`src/rtl/timer_ctrl_if.sv`:
```
// Key, switch and display-side signals of the countdown timer controller.
interface timer_ctrl_if;
  logic       set_key;
  logic       toggle_key;
  logic [7:0] sw_bcd;
  logic [7:0] sec_bcd;
  logic [7:0] min_bcd;
  logic       blank;
  logic [2:0] state_code;
  logic       done;

  modport master (
    output set_key, toggle_key, sw_bcd,
    input  sec_bcd, min_bcd, blank, state_code, done
  );

  modport slave (
    input  set_key, toggle_key, sw_bcd,
    output sec_bcd, min_bcd, blank, state_code, done
  );
endinterface

```
`src/rtl/timer_ctrl.sv`:
```
// Minute:second countdown sequencing controller with key synchronizers and 1 Hz prescaler.
// Optional key stability filter enabled by defining TIMER_DEBOUNCE_EN.
//
//   state      | meaning
//   SET_SEC  1 | waiting for set press to load seconds from switches
//   SET_MIN  2 | waiting for set press to load minutes from switches
//   STOPPED  3 | time held; toggle starts, set returns to SET_SEC
//   RUNNING  4 | counting down once per TICK_DIV cycles
//   FLASH    5 | reached 00:00; blank toggles every FLASH_DIV cycles
module timer_ctrl #(
  parameter int TICK_DIV        = 50000000,
  parameter int FLASH_DIV       = 12500000,
  parameter int DEBOUNCE_CYCLES = 500000
) (
  input  logic         CLOCK_50,
  input  logic         reset,
  timer_ctrl_if.slave  bus
);

  if (TICK_DIV < 2 || FLASH_DIV < 1 || DEBOUNCE_CYCLES < 1) begin : g_param_check
    $error("timer_ctrl: TICK_DIV must be >= 2, FLASH_DIV and DEBOUNCE_CYCLES >= 1");
  end

  localparam int TW = $clog2(TICK_DIV);
  localparam int FW = $clog2(FLASH_DIV + 1);
  localparam logic [TW-1:0] TICK_LOAD  = TW'(TICK_DIV - 1);
  localparam logic [FW-1:0] FLASH_LOAD = FW'(FLASH_DIV - 1);

  typedef enum logic [2:0] {
    S_SET_SEC = 3'd1,
    S_SET_MIN = 3'd2,
    S_STOPPED = 3'd3,
    S_RUNNING = 3'd4,
    S_FLASH   = 3'd5
  } state_t;

  state_t state, state_next;

  logic [1:0] key_raw;
  logic [1:0] sync1, sync2, filt, filt_prev;
  logic       press_set, press_tog;

  logic [7:0]    sec_q, min_q;
  logic          blank_q, done_q;
  logic [TW-1:0] pre_cnt;
  logic [FW-1:0] flash_cnt;

  logic          load_sec, load_min, do_dec;
  logic          tick, time_zero, dec_zero;
  logic [7:0]    sec_sw, min_sw, dec_sec, dec_min;

  // bit 0 = set key, bit 1 = toggle key
  assign key_raw = {bus.toggle_key, bus.set_key};

  always_ff @(posedge CLOCK_50) begin
    if (!reset) begin
      sync1     <= 2'b11;
      sync2     <= 2'b11;
      filt_prev <= 2'b11;
    end else begin
      sync1     <= key_raw;
      sync2     <= sync1;
      filt_prev <= filt;
    end
  end

`ifdef TIMER_DEBOUNCE_EN
  localparam int DW = $clog2(DEBOUNCE_CYCLES + 1);
  localparam logic [DW-1:0] DB_LOAD = DW'(DEBOUNCE_CYCLES - 1);

  logic [DW-1:0] db_cnt [2];
  logic [1:0]    filt_q;

  // filtered value follows the synced key only after DEBOUNCE_CYCLES consecutive disagreeing cycles
  always_ff @(posedge CLOCK_50) begin
    if (!reset) begin
      filt_q <= 2'b11;
      for (int k = 0; k < 2; k++) db_cnt[k] <= DB_LOAD;
    end else begin
      for (int k = 0; k < 2; k++) begin
        if (sync2[k] == filt_q[k]) begin
          db_cnt[k] <= DB_LOAD;
        end else if (db_cnt[k] == '0) begin
          filt_q[k] <= sync2[k];
          db_cnt[k] <= DB_LOAD;
        end else begin
          db_cnt[k] <= db_cnt[k] - 1'b1;
        end
      end
    end
  end

  assign filt = filt_q;
`else
  assign filt = sync2;
`endif

  assign press_set = filt_prev[0] & ~filt[0];
  assign press_tog = filt_prev[1] & ~filt[1];

  assign sec_sw = (bus.sw_bcd[7:4] > 4'd5 || bus.sw_bcd[3:0] > 4'd9) ? 8'h59 : bus.sw_bcd;
  assign min_sw = (bus.sw_bcd[7:4] > 4'd9 || bus.sw_bcd[3:0] > 4'd9) ? 8'h99 : bus.sw_bcd;

  always_comb begin
    dec_sec = sec_q;
    dec_min = min_q;
    if (sec_q[3:0] != 4'd0) begin
      dec_sec[3:0] = sec_q[3:0] - 4'd1;
    end else if (sec_q[7:4] != 4'd0) begin
      dec_sec = {sec_q[7:4] - 4'd1, 4'd9};
    end else begin
      dec_sec = 8'h59;
      if (min_q[3:0] != 4'd0) begin
        dec_min[3:0] = min_q[3:0] - 4'd1;
      end else if (min_q[7:4] != 4'd0) begin
        dec_min = {min_q[7:4] - 4'd1, 4'd9};
      end
    end
  end

  assign time_zero = (sec_q == 8'h00) && (min_q == 8'h00);
  assign dec_zero  = (dec_sec == 8'h00) && (dec_min == 8'h00);
  assign tick      = (state == S_RUNNING) && (pre_cnt == '0);

  always_ff @(posedge CLOCK_50) begin
    if (!reset) state <= S_SET_SEC;
    else        state <= state_next;
  end

  always_comb begin
    state_next = state;
    load_sec   = 1'b0;
    load_min   = 1'b0;
    do_dec     = 1'b0;
    case (state)
      S_SET_SEC: begin
        if (press_set) begin
          load_sec   = 1'b1;
          state_next = S_SET_MIN;
        end
      end
      S_SET_MIN: begin
        if (press_set) begin
          load_min   = 1'b1;
          state_next = S_STOPPED;
        end
      end
      S_STOPPED: begin
        if (press_set)      state_next = S_SET_SEC;
        else if (press_tog) state_next = time_zero ? S_FLASH : S_RUNNING;
      end
      S_RUNNING: begin
        // the final tick wins over a coincident toggle press
        if (tick) begin
          do_dec = 1'b1;
          if (dec_zero)       state_next = S_FLASH;
          else if (press_tog) state_next = S_STOPPED;
        end else if (press_tog) begin
          state_next = S_STOPPED;
        end
      end
      S_FLASH: begin
        if (press_set) state_next = S_SET_SEC;
      end
      default: state_next = S_SET_SEC;
    endcase
  end

  always_ff @(posedge CLOCK_50) begin
    if (!reset) begin
      sec_q     <= 8'h00;
      min_q     <= 8'h00;
      blank_q   <= 1'b0;
      done_q    <= 1'b0;
      pre_cnt   <= TICK_LOAD;
      flash_cnt <= FLASH_LOAD;
    end else begin
      if (load_sec) sec_q <= sec_sw;
      if (load_min) min_q <= min_sw;
      if (do_dec) begin
        sec_q <= dec_sec;
        min_q <= dec_min;
      end

      // prescaler restarts whenever RUNNING is entered or left
      if (state == S_RUNNING && state_next == S_RUNNING)
        pre_cnt <= (pre_cnt == '0) ? TICK_LOAD : pre_cnt - 1'b1;
      else
        pre_cnt <= TICK_LOAD;

      if (state == S_FLASH && state_next == S_FLASH) begin
        if (flash_cnt == '0) begin
          blank_q   <= ~blank_q;
          flash_cnt <= FLASH_LOAD;
        end else begin
          flash_cnt <= flash_cnt - 1'b1;
        end
      end else begin
        blank_q   <= 1'b0;
        flash_cnt <= FLASH_LOAD;
      end

      done_q <= (state_next == S_FLASH) && (state != S_FLASH);
    end
  end

  assign bus.sec_bcd    = sec_q;
  assign bus.min_bcd    = min_q;
  assign bus.blank      = blank_q;
  assign bus.done       = done_q;
  assign bus.state_code = state;

endmodule

```
`src/flat_wrapper.sv`:
```
// flat-port wrapper written by rule: the top's interface ports become plain ports
module timer_ctrl_flat 
#(
  parameter int TICK_DIV        = 50000000,
  parameter int FLASH_DIV       = 12500000,
  parameter int DEBOUNCE_CYCLES = 500000
)
  (CLOCK_50, reset, bus_set_key, bus_toggle_key, bus_sw_bcd, bus_sec_bcd, bus_min_bcd, bus_blank, bus_state_code, bus_done);
  timer_ctrl_if bus_i ();
  input  logic CLOCK_50;
  input  logic reset;
  input wire logic [$bits(bus_i.set_key)-1:0] bus_set_key;
  input wire logic [$bits(bus_i.toggle_key)-1:0] bus_toggle_key;
  input wire logic [$bits(bus_i.sw_bcd)-1:0] bus_sw_bcd;
  output wire logic [$bits(bus_i.sec_bcd)-1:0] bus_sec_bcd;
  output wire logic [$bits(bus_i.min_bcd)-1:0] bus_min_bcd;
  output wire logic [$bits(bus_i.blank)-1:0] bus_blank;
  output wire logic [$bits(bus_i.state_code)-1:0] bus_state_code;
  output wire logic [$bits(bus_i.done)-1:0] bus_done;
  assign bus_i.set_key = bus_set_key;
  assign bus_i.toggle_key = bus_toggle_key;
  assign bus_i.sw_bcd = bus_sw_bcd;
  assign bus_sec_bcd = bus_i.sec_bcd;
  assign bus_min_bcd = bus_i.min_bcd;
  assign bus_blank = bus_i.blank;
  assign bus_state_code = bus_i.state_code;
  assign bus_done = bus_i.done;
  timer_ctrl #(.TICK_DIV(TICK_DIV), .FLASH_DIV(FLASH_DIV), .DEBOUNCE_CYCLES(DEBOUNCE_CYCLES)) u_core (.CLOCK_50(CLOCK_50), .reset(reset), .bus(bus_i));
endmodule
```
`config.mk`:
```
export PLATFORM = sky130hd
export DESIGN_NAME = timer_ctrl_flat
export DESIGN_NICKNAME = d
export VERILOG_FILES = /design/src/rtl/timer_ctrl_if.sv /design/src/rtl/timer_ctrl.sv /design/src/flat_wrapper.sv
export SDC_FILE = /design/constraint.sdc
export NUM_CORES = 1
export LEC_CHECK = 0
export ABC_AREA = 1
export CAP_MARGIN = 10
export CORE_MARGIN = 2
export CORE_UTILIZATION = 62
export DETAILED_ROUTE_END_ITERATION = 6
export MAX_ROUTING_LAYER = met4
export PLACE_DENSITY = 0.88
export SLEW_MARGIN = 5
export SYNTH_ARGS = -nofsm -noshare
export SYNTH_HDL_FRONTEND = slang
export SYNTH_SLANG_ARGS = --single-unit
```
`constraint.sdc`:
```
create_clock -name CLOCK_50 -period 5.9 [get_ports CLOCK_50]
set_input_delay 0.885 -clock CLOCK_50 [delete_from_list [all_inputs] [get_ports CLOCK_50]]
set_output_delay 0.885 -clock CLOCK_50 [all_outputs]
set_load 0.01 [all_outputs]
```
==> impl_results.md <==
* DP Area at 4578 µm²
* Sink Count at 77
* Row cnt at 30
* Longest Clk Path Bufs at 2
* First-pass GRT wire length at 16420 µm
* GRT Total Usage at 27.77%
* Worst hold path type: reg2reg
* CTS Root Cell: clkbuf_8
* IO Port Bufs at 32
* Achievable Freq at 320.4 MHz
* Combinational group share of total power at 7.5%
* Via count at 4002
* Post-CTS Setup Inserts at 0
* Max cap viols at 0
* Layout Area Growth over Synthesis at 13.76%
* Iter 0 DRT Violations at 260
* Setup CP Type: in2reg
* Placed Cells at 704
* Clock Latency Late Sink at 350 ps
* Synth top area share at 36.53%
* CTS Buf Count at 9
* Global route hottest layer: met2
* Largest net degree at the start of global routing at 20
* CTS resizes at 0
* Outcome: completed
* Final instance area at 4801 µm²
* H-tree levels at 3
* Routed wire per std cell at 13.36 µm
* Initial antenna violation count at 0
* Setup TNS at 0 ps
* Hold Buf Count CTS at 0
* M1 GR Usage at 34.70%
* Mean Syn Cell Area at 7.034 µm²
* Top_reg_cell synth: dfxtp_1
* Cell with the most instances after synthesis: nand2_1
* Yosys cell types at 35
* Final std cells w/o fill at 720
* Met2 usage at 44.27%
* Cell accounting for the most synthesized area: dfxtp_1
* Most frequent cells after synthesis: nand2_1, nor2_1, dfxtp_1
* Sequential share of power at 50.2%
* Core area at 6681 µm²
* Cell Int Power at 0.7947 mW
* Synth Net Count at 618
* CTS clock-pin slew for the worst setup and hold paths at 90 ps
* CP required at 6130 ps
* Worst IR drop on VDD at 0.1286 mV
* Post-route ant nets at 0
* Slew headroom at 50.79%
* Setup crit end kind: register
* Seq/Total Area, Yosys at 36.53%
* IO Count at 33
* Vias per cell at 5.558
* Ranking of synthesized cells by area: dfxtp_1, nand2_1, nor2_1, inv_1, nand3_1
* Share of post-route cells with drive strength above 1 at 9.375%
* Die extent in y at 86.51 µm
* Clock Power Share at 42.3%
* DR DRC count at 0
* Final Hold Fails at 0
* P per Cell Area at 219.5 nW/µm²
* CTS tree: yes
* Placer Congestion at 0.9609
* Slew Limit Fails at 0
* Leakage at 2.054 nW
* Asr flop ratio synth at 0%
* Finish-stage setup viols at 0
* Post-detail-place hpwl at 6917 µm
* Measured slew at the worst slew-check pin at 735.9 ps
* Post-Route Skew at 12.01 ps
* Sw frac at 24.59%
* Critical path arrival at 3350 ps
* Worst path cell trace: clkdlybuf4s50_1 > inv_1 > nor4_1 > nand2_1 > inv_2 > o21ai_0
* Vias in the first global route at 3775
* Post-Syn Area at 4220 µm²
* Syn Inst Count at 600
* Fin nets at 653
* RSZ-0062 raised after global routing: no
* ANT cells at 0
* Synth Register Bits at 77
* Aggregate global routing overflow at 0
* Net Switching at 0.2592 mW
* Fin crit period at 3122 ps
* Critical Path Slowest Stage Cell: clkdlybuf4s50_1
* Post-synth EDFFs at 0
* YS warnings at 0
* GR Layer Usage met3 at 4.667%
* Routed WL at 9618 µm
* Die area at 7483 µm²
* Top Family by Delay on Critical Path: buffers and inverters
* Final period util at 52.91%
* Drt first pass iters at 5
* CP Launch Type: primary input
* Die width at 86.51 µm
* Critical path's largest stage delay at 950 ps
* CP bufs+invs at 3
* Worst Path Max Fanout at 16
* Initial Util at 63.16%
cells by family after synthesis:
family                   Yosys count  share of synthesized area [%]
AND/OR/NAND/NOR                  348                          39.25
buffers and inverters             90                          9.131
flip-flops                        77                          36.53
AO/OA/AOI/OAI                     40                          5.218
XOR/XNOR                          39                          8.094
adder cells (fa/ha/maj)            6                          1.779
per-stage QoR:
stage / hold slack [ps] / util (%) / power, mW / worst slack [ps]
final: 399.5 / 71.85 / 1.054 / 2778
after global routing: 421.5 / 71.85 / 1.092 / 2499
after CTS: 400.0 / 71.85 / 1.057 / 2823
after detailed placement: 380.3 / 68.52 / 0.6184 / 2457
after global placement: 375.4 / 68.52 / 0.6168 / 2508
after floorplan: 366.3 / - / 0.5944 / 3627
flip-flops by register name (all words and copies together) (netlist names):
name                   cells
u_core.sync1               2
u_core.flash_cnt          24
u_core.bus.min_bcd         8
u_core.filt_prev           2
u_core.bus.state_code      3
u_core.bus.blank           1
u_core.pre_cnt            26
u_core.filt                2
u_core.bus.sec_bcd         8
u_core.bus.done            1
worst register-to-register path, delay by kind of cell, from the launching register on:
kind | cells | cell delay [ps]
buffers and inverters | 2 | 230
and+or+nand+nor | 12 | 1450
DFF | 1 | 390
adders and majority gates | 1 | 210
metal layers:
metal  vias to the layer above  routed length [µm]
li1                       1987                   -
met1                      1833                4144
met2                       162                4673
met3                        20                 609
met4                         0                 191
met5                         -                   0
cell usage in the layout (no fill, tap or decap), drive strengths merged:
cell type,netlist,layout
xor2,23,23
xnor2,16,16
inv,80,81
nand4,16,16
or2,12,12
clkdlybuf4s50,0,32
clkinv,2,5
a21oi,6,6
nor2,101,101
bufinv,0,2
clkbuf,5,9
and3,1,1
nand2,127,127
o21ai,23,23
nor4,3,3
nand3,63,63
nor3,19,19
a211oi,2,2
dfxtp,77,77
clkinvlp,0,1
o211ai,3,3
nand3b,6,6
ha,6,6
a31oi,6,6
worst paths after layout:
path,start,to,slack (ps),cells past startpoint
hold reg to reg,u_core.flash_cnt[0],u_core.flash_cnt[0],400,1
hold / removal,u_core.flash_cnt[0],u_core.flash_cnt[0],400,1
setup / recovery,reset,u_core.flash_cnt[11],2780,6
setup reg to reg,u_core.bus.min_bcd[1],u_core.pre_cnt[5],3510,15
layout make-up:
type	count	area, µm²
clock buffers	9	123.9
clock inverters	7	98.84
fillers	509	1881
inverters	82	322.8
multi-input cells	433	2293
flip-flops and latches	77	1541
well taps	80	100.1
repair buffers	32	320.3
power groups by stage:
stage | Combinational [mW] | Clock, mW | Sequential (mW)
after floorplan | 0.0531 | 0 | 0.541
after global placement | 0.0756 | 0 | 0.541
after detailed placement | 0.0774 | 0 | 0.541
after CTS | 0.0780 | 0.450 | 0.529
after global routing | 0.0884 | 0.474 | 0.530
final | 0.0791 | 0.446 | 0.529
Power figures use the tool's default switching activity.
